<file path="config.mk">
export PLATFORM = sky130hd
export DESIGN_NAME = keypad_entry
export DESIGN_NICKNAME = d
export VERILOG_FILES = /design/src/rtl/keypad_entry.sv
export SDC_FILE = /design/constraint.sdc
export NUM_CORES = 1
export LEC_CHECK = 0
export BUFFER_PORTS_ARGS = -buffer_cell sky130_fd_sc_hd__buf_2
export CAP_MARGIN = 20
export CELL_PAD_IN_SITES_DETAIL_PLACEMENT = 0
export CELL_PAD_IN_SITES_GLOBAL_PLACEMENT = 1
export CORE_ASPECT_RATIO = 1.4
export CORE_MARGIN = 3
export CORE_UTILIZATION = 45
export DETAILED_ROUTE_END_ITERATION = 10
export MAX_ROUTING_LAYER = met4
export PLACE_DENSITY = 0.95
export SLEW_MARGIN = 40
export SYNTH_ARGS = -nofsm -noshare
export SYNTH_HDL_FRONTEND = slang
export SYNTH_SLANG_ARGS = --single-unit
export TNS_END_PERCENT = 5
</file>
<file path="constraint.sdc">
create_clock -name clk -period 6 [get_ports clk]
set_input_delay 0.3 -clock clk [delete_from_list [all_inputs] [get_ports clk]]
set_output_delay 0.3 -clock clk [all_outputs]
set_load 0.05 [all_outputs]
</file>
<file path="src/rtl/keypad_entry.sv">
// Keypad entry stage for the min:sec countdown timer: debounces the one-hot
// digit keys, builds a 3-digit BCD entry and issues load/clear strobes.
module keypad_entry #(
  parameter int DEBOUNCE_CYCLES = 4
) (
  input  logic        clk,
  input  logic        resetn,
  input  logic [9:0]  keypad,
  input  logic        startn,
  input  logic        clearn,
  input  logic        door_closed,
  input  logic        mag_on,
  output logic [11:0] data,
  output logic        load,
  output logic        clear,
  output logic [3:0]  entry_min,
  output logic [3:0]  entry_tens,
  output logic [3:0]  entry_ones,
  output logic        key_err
);

  typedef enum logic [1:0] {IDLE, DEBOUNCE, RELEASE} state_t;

  localparam logic [3:0] LAST = 4'(DEBOUNCE_CYCLES - 1);

  state_t      state, state_d;
  logic [3:0]  cnt, cnt_d;
  logic [9:0]  prev, prev_d;
  logic [1:0]  count;
  logic        startn_q, clearn_q;
  logic        key_valid, hit, accept, reject, start_evt, load_go;
  logic [3:0]  digit;
  logic [11:0] entry;

  assign key_valid = $onehot(keypad);
  assign entry     = {entry_min, entry_tens, entry_ones};
  assign start_evt = startn_q & ~startn;
  assign load_go   = clearn & start_evt & door_closed & (entry != 12'h000);
  // A debounced key is dropped when clear, start or the magnetron claims the cycle.
  assign accept    = hit & clearn & ~start_evt & ~mag_on;
  assign reject    = (count == 2'd3) || (entry_ones > 4'd5);

  always_comb begin
    digit = 4'd0;
    for (int i = 0; i < 10; i++)
      if (keypad[i]) digit = 4'(i);
  end

  // NOTE: every signal driven here gets a default first, so no path leaves a latch.
  always_comb begin
    state_d = state;
    cnt_d   = cnt;
    prev_d  = prev;
    hit     = 1'b0;
    case (state)
      IDLE: begin
        if (key_valid) begin
          state_d = DEBOUNCE;
          cnt_d   = 4'd0;
          prev_d  = keypad;
        end
      end
      DEBOUNCE: begin
        if (keypad == 10'd0) begin
          state_d = IDLE;
          cnt_d   = 4'd0;
        end else if (key_valid && keypad == prev) begin
          if (cnt == LAST) begin
            hit     = 1'b1;
            state_d = RELEASE;
            cnt_d   = 4'd0;
          end else begin
            cnt_d = cnt + 4'd1;
          end
        end else begin
          cnt_d  = 4'd0;
          prev_d = keypad;
        end
      end
      RELEASE: begin
        if (keypad == 10'd0) begin
          if (cnt == LAST) begin
            state_d = IDLE;
            cnt_d   = 4'd0;
          end else begin
            cnt_d = cnt + 4'd1;
          end
        end else begin
          cnt_d = 4'd0;
        end
      end
      default: begin
        state_d = IDLE;
        cnt_d   = 4'd0;
      end
    endcase
    if (!clearn) begin
      state_d = (keypad != 10'd0) ? RELEASE : IDLE;
      cnt_d   = 4'd0;
    end
    if (mag_on) begin
      state_d = IDLE;
      cnt_d   = 4'd0;
    end
  end

  // NOTE: sequential state uses non-blocking assignments so every register samples pre-edge values.
  always_ff @(posedge clk) begin
    if (!resetn) begin
      state      <= IDLE;
      cnt        <= 4'd0;
      prev       <= 10'd0;
      count      <= 2'd0;
      entry_min  <= 4'd0;
      entry_tens <= 4'd0;
      entry_ones <= 4'd0;
      data       <= 12'h000;
      load       <= 1'b0;
      clear      <= 1'b0;
      key_err    <= 1'b0;
      startn_q   <= 1'b1;
      clearn_q   <= 1'b1;
    end else begin
      state    <= state_d;
      cnt      <= cnt_d;
      prev     <= prev_d;
      startn_q <= startn;
      clearn_q <= clearn;
      load     <= load_go;
      clear    <= clearn_q & ~clearn;
      key_err  <= accept & reject;
      if (load_go) data <= entry;
      if (!clearn || load_go) begin
        count      <= 2'd0;
        entry_min  <= 4'd0;
        entry_tens <= 4'd0;
        entry_ones <= 4'd0;
      end else if (accept && !reject) begin
        count      <= count + 2'd1;
        entry_min  <= entry_tens;
        entry_tens <= entry_ones;
        entry_ones <= digit;
      end
    end
  end

endmodule

</file>
==> results of run 1 <==
## critical path: stages
cell and delay [ps]:
buf_2 140, fa_1 500, fa_1 510, inv_1 50
fa_1 420, inv_1 70, ha_1 160, inv_1 50
fa_1 480, and4bb_1 240, a21oi_2 110, nor4_4 510
a32oi_2 150, or4_1 490, a21oi_1 140
## logic make-up after synthesis
family,count (synthesis)
AOI/OAI and AO/OA,60
muxes,21
adders and majority gates,15
DFF,47
buffers and inverters,34
xor gates and xnor gates,12
and+or+nand+nor,113
## metal layers
layer	track usage, %	vias to the layer above	wire (microns)
met5	-	-	0
met4	8.47	0	151
met3	3.24	16	333
met2	33.3	68	2820
met1	21.0	1061	2590
li1	-	1120	-
## layout by cell type, fill, tap and decap left out, types with 3 or more instances in the layout
cell,n
and3_1,5
nor2_1,32
xnor2_1,11
buf_2,42
nor3_1,4
a21oi_1,9
nand3_1,5
nand4_1,4
dfxtp_1,47
and4_1,3
nand2b_1,3
inv_1,20
clkbuf_8,5
nor4_1,6
a21o_1,7
a211oi_1,4
mux2i_1,21
fa_1,6
ha_1,9
o21ai_0,14
nand2_1,37
a31oi_1,10
## synthesized netlist by cell type (all sizes together), types with 2 or more instances
| cell | number | area share, % |
|---|---|---|
| a21boi | 2 | 0.58 |
| a31oi | 11 | 2.7 |
| nand2b | 3 | 0.72 |
| o31a | 2 | 0.68 |
| clkbuf | 8 | 1.2 |
| nor3b | 2 | 0.58 |
| a21o | 7 | 2.0 |
| o21bai | 2 | 0.58 |
| xnor2 | 11 | 3.7 |
| a21oi | 10 | 2.1 |
| and4 | 3 | 1.0 |
| ha | 9 | 4.3 |
| nand3 | 5 | 0.97 |
| fa | 6 | 4.6 |
| nand2 | 37 | 5.4 |
| mux2i | 21 | 8.1 |
| a211oi | 4 | 1.2 |
| o21ai | 15 | 2.9 |
| nor2 | 32 | 4.6 |
| nor4 | 9 | 3.2 |
| inv | 20 | 2.9 |
| and3 | 5 | 1.2 |
| dfxtp | 47 | 36 |
| buf | 6 | 1.3 |
| or2 | 2 | 0.48 |
| nand4 | 4 | 0.97 |
| nand3b | 2 | 0.58 |
| nor3 | 4 | 0.77 |
| a22oi | 2 | 0.58 |
## through the flow
| step | hold slack, ps | area [sq um] | setup slack (ps) |
|---|---|---|---|
| after floorplan | 369 | 2590 | 2000 |
| after global placement | 452 | 2840 | 1680 |
| after detailed placement | 458 | 2850 | 1590 |
| after CTS | 183 | 2960 | 1920 |
| after global routing | 193 | 2960 | 1630 |
| final | 191 | 2960 | 1910 |
## sequential cells by signal, summed over array words and instances (netlist names)
name        flops
cnt             4
entry_ones      4
count           2
state           2
clearn_q        1
data           12
startn_q        1
clear           1
key_err         1
entry_min       4
load            1
prev           10
entry_tens      4
## worst min-delay path by stage
stage | depth (start not counted) | slack [ps] | to
global route | 2 | 190 | startn_q
CTS | 2 | 180 | startn_q
global placement | 1 | 450 | clear
finish | 2 | 190 | startn_q
detailed placement | 1 | 460 | clear
floorplan | 1 | 370 | clearn_q
## cell type report
type	instances	area, sq um
clock buffer	5	68.8
inverter	20	75.1
tap	68	85.1
sequential	47	941
clock inverter	3	46.3
multi-input combinational	221	1530
timing repair buffer	43	218
fill	548	2560
## where the power goes
group / leakage [nW] / switching (mW) / internal [mW]
registers: 0.381 / 0.0212 / 0.337
clock network: 0.0548 / 0.114 / 0.126
logic: 0.742 / 0.141 / 0.0916
total: 1.18 / 0.276 / 0.554
==> metrics.md, run 1 <==
| Metric | Value |
|---|---|
| Status | `complete, no violations` |
| CTS Root Cell | `clkbuf_8` |
| Final worst path period share | `~68%` |
| Cell Pwr Density | `about 280 nW/um^2` |
| Critical path launch point | `keypad[0]` |
| Worst Path Required | `about 6200 ps` |
| Initial DRT Pass Iterations | `5` |
| Async SR Flop Fraction | `0%` |
| Post-synthesis cell type count | `45` |
| Synth-to-Final Area Change | `14.3%` |
| Initial antenna violation count | `0` |
| Adder-Cell Fraction of Synth Area | `between 8 and 9%` |
| Core area | `between 5000 and 6000 sq um` |
| Setup TNS | `0 ps` |
| Final hold vios | `0` |
| Grt total ovfl | `0` |
| Initial cell density of the core | `about 47%` |
| Initial detailed-routing violation count | `between 70 and 80` |
| Post-synth EDFFs | `0` |
| # hold bufs at CTS | `0` |
| Fin crit period | `between 4000 and 5000 ps` |
| Worst-case reg-to-reg path depth | `6` |
| Non-filler cells, final | `407` |
| Compound-cell area share of the yosys netlist | `around 15%` |
| Worst skew pair latency | `300 ps` |
| First-pass GRT wire length | `between 10 and 15 mm` |
| Ys flop type | `dfxtp_1` |
| Crit path kind | `primary input to flop` |
| Synthesized netlist net count | `~330` |
| Final Total Pwr | `around 0.83 mW` |
| Via/cell ratio | `roughly 5.6` |
| # nets final | `369` |
| Post-synthesis cell area | `about 2600 sq um` |
| Max clock buf depth | `2` |
| Relative slew slack | `47.9%` |
| CTS tree | `built` |
| Drt wl/cell | `about 14 microns` |
| Max Slew Vio Count | `0` |
| Max cap viols | `0` |
| Final setup viols | `0` |
| CTS resizes | `0` |
| CTS Sinks | `47` |
| R2R setup slack | `roughly 3500 ps` |
| P_leak | `between 1 and 1.5 nW` |
| Post-route ant nets | `0` |
| Dpl hpwl | `roughly 4.3 mm` |
| Setup crit start kind | `primary input` |
| Die Width | `roughly 70 microns` |
| Placed Cells | `between 300 and 400` |
| Register area share after synthesis | `36.3%` |
| Hold Crit Class | `primary input to flop` |
| Unrepaired setup endpoints after global routing | `false` |
| RR Startpoint | `state[1]` |
| Worst setup endpoint | `cnt[0]` |
| HP Start | `startn` |
| GRT Util Overall | `roughly a fifth` |
| Largest family of logic cells by synthesized area | `simple AND/OR/NAND/NOR gates` |
| DIE HEIGHT | `roughly 96 microns` |
| Routed wire length | `roughly 5.9 mm` |
| I/O pins | `43` |
| Share of layout cells above drive strength 1 | `17.4%` |
| Mux contribution to synthesized area | `under 10%` |
| Largest net degree at the start of global routing | `25` |
| Post-Synth XOR/XNOR Area | `under 10%` |
| CP max FO | `8` |
| Average cell area after synthesis | `8.58 sq um` |
| Total CTS buffers | `5` |
| #FFs+latches synth | `47` |
| CP Data Arrival Time | `4330 ps` |
| Reg2Reg Capture Point | `entry_min[0]` |
| Clock slew at reported path FFs | `roughly 90 ps` |
| Die area | `6720 sq um` |
| Crit. End Element | `flop` |
| GPL Wtd Cong | `around 0.90` |
| Clock Skew | `approximately 4.5 ps` |
| Htree depth | `2` |
| Fin util | `53.6%` |
| Residual DRC | `0` |
| Ys Warns | `0` |
| # rows | `32` |
| Diodes inserted | `0` |
| Worst-Margin Slew | `just under 800 ps` |
| Setup Buffers After CTS | `0` |
| Vias after detailed routing | `about 2300` |
| IO buf count | `42` |
| Peak supply drop | `between 0.15 and 0.2 mV` |
| Synth Instances | `about 300` |
| Vias in the first global route | `roughly 2200` |
| F_max | `between 200 and 250 MHz` |
| Post-synthesis simple-gate area fraction | `around 22%` |
(Power assumes the default switching activity.)
==> inputs of run 2 (changes only) <==
--- a/config.mk
+++ b/config.mk
@@ -11,10 +11,10 @@
 export CELL_PAD_IN_SITES_GLOBAL_PLACEMENT = 1
 export CORE_ASPECT_RATIO = 1.4
 export CORE_MARGIN = 3
-export CORE_UTILIZATION = 45
+export CORE_UTILIZATION = 42
 export DETAILED_ROUTE_END_ITERATION = 10
 export MAX_ROUTING_LAYER = met4
-export PLACE_DENSITY = 0.95
+export PLACE_DENSITY = 0.91
 export SLEW_MARGIN = 40
 export SYNTH_ARGS = -nofsm -noshare
 export SYNTH_HDL_FRONTEND = slang
==> constraint.sdc (replaced) <==
create_clock -name clk -period 3.9 [get_ports clk]
set_input_delay 0.195 -clock clk [delete_from_list [all_inputs] [get_ports clk]]
set_output_delay 0.195 -clock clk [all_outputs]
set_load 0.05 [all_outputs]
==> metrics.md, run 2 (synthesized netlist as in run 1, its figures left out) <==
| Metric | Value |
|---|---|
| CP max FO | `5` |
| CTS Root Cell | `clkbuf_8` |
| Clock Skew | `about 10 ps` |
| Peak supply drop | `between 0.2 and 0.25 mV` |
| Final hold vios | `0` |
| Sw Ratio | `32.8%` |
| Metal-1 WL | `between 2 and 3 mm` |
| I/O pins | `43` |
| Cell Pwr Density | `between 400 and 500 nW/um^2` |
| Switching pwr | `about 0.43 mW` |
| Top Registers | `data (12), prev (10)` |
| # nets final | `383` |
| Vias in the first global route | `2278` |
| Largest register FFs | `12` |
| Met3 Wirelength | `between 300 and 400 microns` |
| Initial detailed-routing violation count | `roughly 140` |
| Final setup viols | `0` |
| Setup crit start kind | `primary input` |
| Power share of the sequential group | `42.0%` |
| Clock slew at reported path FFs | `about 90 ps` |
| P_leak | `1.25 nW` |
| CTS tree | `built` |
| Status | `complete, no violations` |
| Residual DRC | `0` |
| Dpl hpwl | `approximately 4.6 mm` |
| Most flops, register | `data` |
| CP Data Arrival Time | `roughly 4000 ps` |
| Unrepaired setup endpoints after global routing | `false` |
| Vias after detailed routing | `~2400` |
| Fin crit period | `between 3000 and 4000 ps` |
| Clock share of power | `between 20 and 30%` |
| Worst-Margin Slew | `between 700 and 800 ps` |
| Fin util | `a little over half` |
| Initial DRT Pass Iterations | `4` |
| Largest net degree at the start of global routing | `25` |
| Crit. End Element | `flop` |
| CTS Sinks | `47` |
| Max clock buf depth | `2` |
| Die Width | `between 70 and 80 microns` |
| Crit path kind | `primary input to flop` |
| Drt wl/cell | `14.5 microns` |
| Worst Path Required | `4130 ps` |
| Share of layout cells above drive strength 1 | `just over 20%` |
| Grt total ovfl | `0` |
| Comb pwr share | `a little under a third` |
| Initial cell density of the core | `a little over two fifths` |
| P_int | `roughly 0.88 mW` |
| Setup Buffers After CTS | `0` |
| # rows | `33` |
| F_max | `between 200 and 300 MHz` |
| Die area | `7160 sq um` |
| GRT Util Overall | `a little under a fifth` |
| Htree depth | `2` |
| Core area | `approximately 5900 sq um` |
| Diodes inserted | `0` |
| IO buf count | `42` |
| Worst skew pair latency | `300 ps` |
| Post-route ant nets | `0` |
| Synth-to-Final Area Change | `19.2%` |
| First-pass GRT wire length | `roughly 11 mm` |
| Final worst path period share | `between 90% and 100%` |
| Routed wire length | `roughly 6.1 mm` |
| Hold Crit Class | `primary input to flop` |
| Total CTS buffers | `5` |
| Initial antenna violation count | `0` |
| Relative slew slack | `~49%` |
| Max Slew Vio Count | `0` |
| Placed cell areas | `2970 sq um` |
| Max cap viols | `0` |
| GPL Wtd Cong | `approximately 0.83` |
| Max layer used | `met4` |
| Via/cell ratio | `between 5 and 6` |
| Most common cell after layout, fill and taps aside | `dfxtp_1` |
| Commonest cells after routing, fill and taps aside | `dfxtp_1, buf_2, nand2_1` |
| DIE HEIGHT | `99.0 microns` |
| Final instance area | `slightly above 3000 sq um` |
| DR WL met2 | `3.02 mm` |
-- run 2: worst paths after layout --
check                      from            end  slack (ps)  cells after the start
setup reg to reg  entry_tens[0]  entry_ones[0]        1620                      5
hold / removal           startn       startn_q          90                      2
setup / recovery      keypad[0]         cnt[0]         180                     15
hold reg to reg        clearn_q          clear         480                      1
-- run 2: repair_timing --
| action | 4_1_cts | 5_1_grt |
|---|---|---|
| gates resized for setup | 0 | 1 |
| hold buffers | 0 | 0 |
| hold endpoints to repair | 0 | 0 |
| endpoints found under the setup margin | 0 | 2 |
-- run 2: worst max-delay path: stages --
cell	delay, ps
buf_2	110
fa_1	490
fa_1	510
inv_1	50
fa_1	420
inv_1	70
ha_1	160
inv_1	50
fa_1	480
and4bb_1	270
a21oi_4	100
nor4_4	320
a32oi_2	90
or4_1	470
a21oi_1	170
-- run 2: power by group through the flow --
stage | combinational (mW) | sequential (mW) | clock (mW)
floorplan | 0.264 | 0.557 | 0
global placement | 0.380 | 0.560 | 0
detailed placement | 0.391 | 0.562 | 0
CTS | 0.394 | 0.551 | 0.378
global route | 0.449 | 0.556 | 0.396
finish | 0.396 | 0.552 | 0.367
-- run 2: layout make-up --
class | instances | area, sq um
clock inverter | 3 | 46.3
tap | 70 | 87.6
inverter | 20 | 75.1
fill | 587 | 2810
sequential | 47 | 941
multi-input combinational | 221 | 1540
timing repair buffer | 57 | 335
clock buffer | 5 | 68.8
-- run 2: layer usage --
metal | vias to the layer above | track usage (%)
met5 | - | -
met4 | 0 | 7.10
met3 | 12 | 2.96
met2 | 76 | 32.1
met1 | 1115 | 21.9
li1 | 1151 | -
-- run 2: metrics by stage --
| step | setup TNS [ps] | power (mW) | instances | hold slack, ps | setup WS [ps] |
|---|---|---|---|---|---|
| after floorplan | 0 | 0.821 | 302 | 264 | 4.33 |
| after global placement | -33.8 | 0.940 | 415 | 402 | -12.4 |
| after detailed placement | -1370 | 0.953 | 415 | 399 | -125 |
| after CTS | 0 | 1.32 | 423 | 81.9 | 199 |
| after global routing | 0 | 1.40 | 423 | 115 | 43.3 |
| final | 0 | 1.32 | 423 | 92.8 | 179 |
==> inputs of run 3 (changes only) <==
--- a/config.mk
+++ b/config.mk
@@ -13,7 +13,6 @@
 export CORE_MARGIN = 3
 export CORE_UTILIZATION = 42
 export DETAILED_ROUTE_END_ITERATION = 10
-export MAX_ROUTING_LAYER = met4
 export PLACE_DENSITY = 0.91
 export SLEW_MARGIN = 40
 export SYNTH_ARGS = -nofsm -noshare
==> metrics.md, run 3 (synthesized netlist as in run 1, its figures left out) <==
| Metric | Value |
|---|---|
| F_max | `roughly 270 MHz` |
| Vias after detailed routing | `approximately 2300` |
| Critical Path Max Stage Delay | `~500 ps` |
| Peak supply drop | `around 0.25 mV` |
| GPL Wtd Cong | `just over 0.8` |
| Relative slew slack | `49.5%` |
| Hold Crit Class | `primary input to flop` |
| Clock Skew | `8.22 ps` |
| Worst skew pair latency | `~300 ps` |
| Synth-to-Final Area Change | `19.2%` |
| Power share of the sequential group | `about two fifths` |
| First-pass GRT wire length | `around 11 mm` |
| Crit. End Element | `flop` |
| P_leak | `~1.2 nW` |
| Routed wire length | `between 6 and 7 mm` |
| Via/cell ratio | `5.53` |
| Initial DRT Pass Iterations | `4` |
| Status | `complete, no violations` |
| # nets final | `around 380` |
| Sw Ratio | `32.8%` |
| Die Width | `between 70 and 80 microns` |
| Total CTS buffers | `5` |
| Final setup viols | `0` |
| CTS Root Cell | `clkbuf_8` |
| GRT Util Overall | `18.3%` |
| Critical-path top delay cell | `fa_1` |
| Final Total Pwr | `about 1.3 mW` |
| Initial antenna violation count | `0` |
| Top Registers | `data (12), prev (10)` |
| Placed cell areas | `between 2000 and 3000 sq um` |
| Commonest cells after routing, fill and taps aside | `dfxtp_1, buf_2, nand2_1` |
| Max clock buf depth | `2` |
| Crit path kind | `primary input to flop` |
| Most common cell after layout, fill and taps aside | `dfxtp_1` |
| Die area | `7160 sq um` |
| Dpl hpwl | `between 4 and 5 mm` |
| Switching pwr | `roughly 0.43 mW` |
| Final worst path period share | `between 90% and 100%` |
| Cell Pwr Density | `between 400 and 500 nW/um^2` |
| DIE HEIGHT | `99.0 microns` |
| IO buf count | `42` |
| Fin crit period | `approximately 3700 ps` |
| Unrepaired setup endpoints after global routing | `false` |
| Core area | `~6000 sq um` |
| CP max FO | `5` |
| Initial cell density of the core | `a little over two fifths` |
| Largest net degree at the start of global routing | `25` |
| Most flops, register | `data` |
| Final instance area | `around 3100 sq um` |
| Max Slew Vio Count | `0` |
| Diodes inserted | `0` |
| Setup TNS | `0 ps` |
| Worst-Margin Slew | `about 760 ps` |
| Share of layout cells above drive strength 1 | `between 20% and 30%` |
| Worst Path Required | `~4100 ps` |
| CP Data Arrival Time | `approximately 4000 ps` |
| Initial detailed-routing violation count | `roughly 140` |
| Htree depth | `2` |
| Max cap viols | `0` |
| Grt total ovfl | `0` |
| CTS Sinks | `47` |
| Most used cell, CP | `fa_1` |
| Post-route ant nets | `0` |
| P_int | `roughly 0.88 mW` |
| Comb pwr share | `between 30 and 40%` |
| Clock share of power | `about 28%` |
| Drt wl/cell | `~15 microns` |
| Critical path cell sequence | `buf_2 > fa_1 > fa_1 > inv_1 > fa_1 > inv_1 > ha_1 > inv_1 > fa_1 > and4bb_1 > a21oi_4 > nor4_4 > a32oi_2 > or4_1 > a21oi_1` |
| Final hold vios | `0` |
| Largest register FFs | `12` |
| Residual DRC | `0` |
| I/O pins | `43` |
| CTS tree | `built` |
| # rows | `33` |
| Vias in the first global route | `around 2300` |
| Setup crit start kind | `primary input` |
| Clock slew at reported path FFs | `90 ps` |
| Setup Buffers After CTS | `0` |
run 3: cell counts in the layout (fill, tap and decap cells not counted):
No cell type changed its count.
run 3: worst paths after layout:
kind,endpoint,from,slack (ps),depth (start not counted)
max,cnt[0],keypad[0],170,15
min,startn_q,startn,90,2
max reg2reg,entry_ones[0],entry_tens[0],1620,5
min reg2reg,clear,clearn_q,480,1
run 3: power groups by stage:
stage | Combinational, mW | Clock [mW] | Sequential, mW
after global routing | 0.450 | 0.396 | 0.556
after CTS | 0.394 | 0.378 | 0.551
after floorplan | 0.264 | 0 | 0.557
after global placement | 0.380 | 0 | 0.560
after detailed placement | 0.391 | 0 | 0.562
final | 0.398 | 0.365 | 0.553
run 3: per-stage QoR:
| stage | utilization (%) | worst slack (ps) | cells | hold WS [ps] |
|---|---|---|---|---|
| 5_1_grt | 52.3 | 43.3 | 423 | 115 |
| 2_1_floorplan | - | 4.33 | 302 | 264 |
| 6_report | 52.3 | 174 | 423 | 92.4 |
| 3_3_place_gp | 50.1 | -12.4 | 415 | 402 |
| 3_5_place_dp | 50.3 | -125 | 415 | 399 |
| 4_1_cts | 52.2 | 199 | 423 | 81.9 |
run 3: critical path: cells and delay by family:
kind,cells,cell delay [ps]
adder cells (fa/ha/maj),5,2060
AO/OA/AOI/OAI,3,360
AND/OR/NAND/NOR,3,1070
buffers and inverters,4,280
run 3: cell type report:
cell class	instances	area (sq um)
Clock inverter	3	46.3
Timing Repair Buffer	57	335
Multi-Input combinational cell	221	1540
Tap cell	70	87.6
Fill cell	587	2810
Inverter	20	75.1
Clock buffer	5	68.8
Sequential cell	47	941
run 3: per-layer routing:
metal | GRT usage [%] | vias up | part of all wire, %
met5 | 0 | - | 0
met4 | 7.10 | 0 | 2.3
met3 | 2.96 | 14 | 6.0
met2 | 32.1 | 70 | 49
met1 | 22.1 | 1102 | 43
li1 | - | 1152 | -
run 3: what timing repair did:
| item | in CTS | in global routing |
|---|---|---|
| gates resized for setup | 0 | 1 |
| hold buffers | 0 | 0 |
| setup endpoints to repair | 0 | 2 |
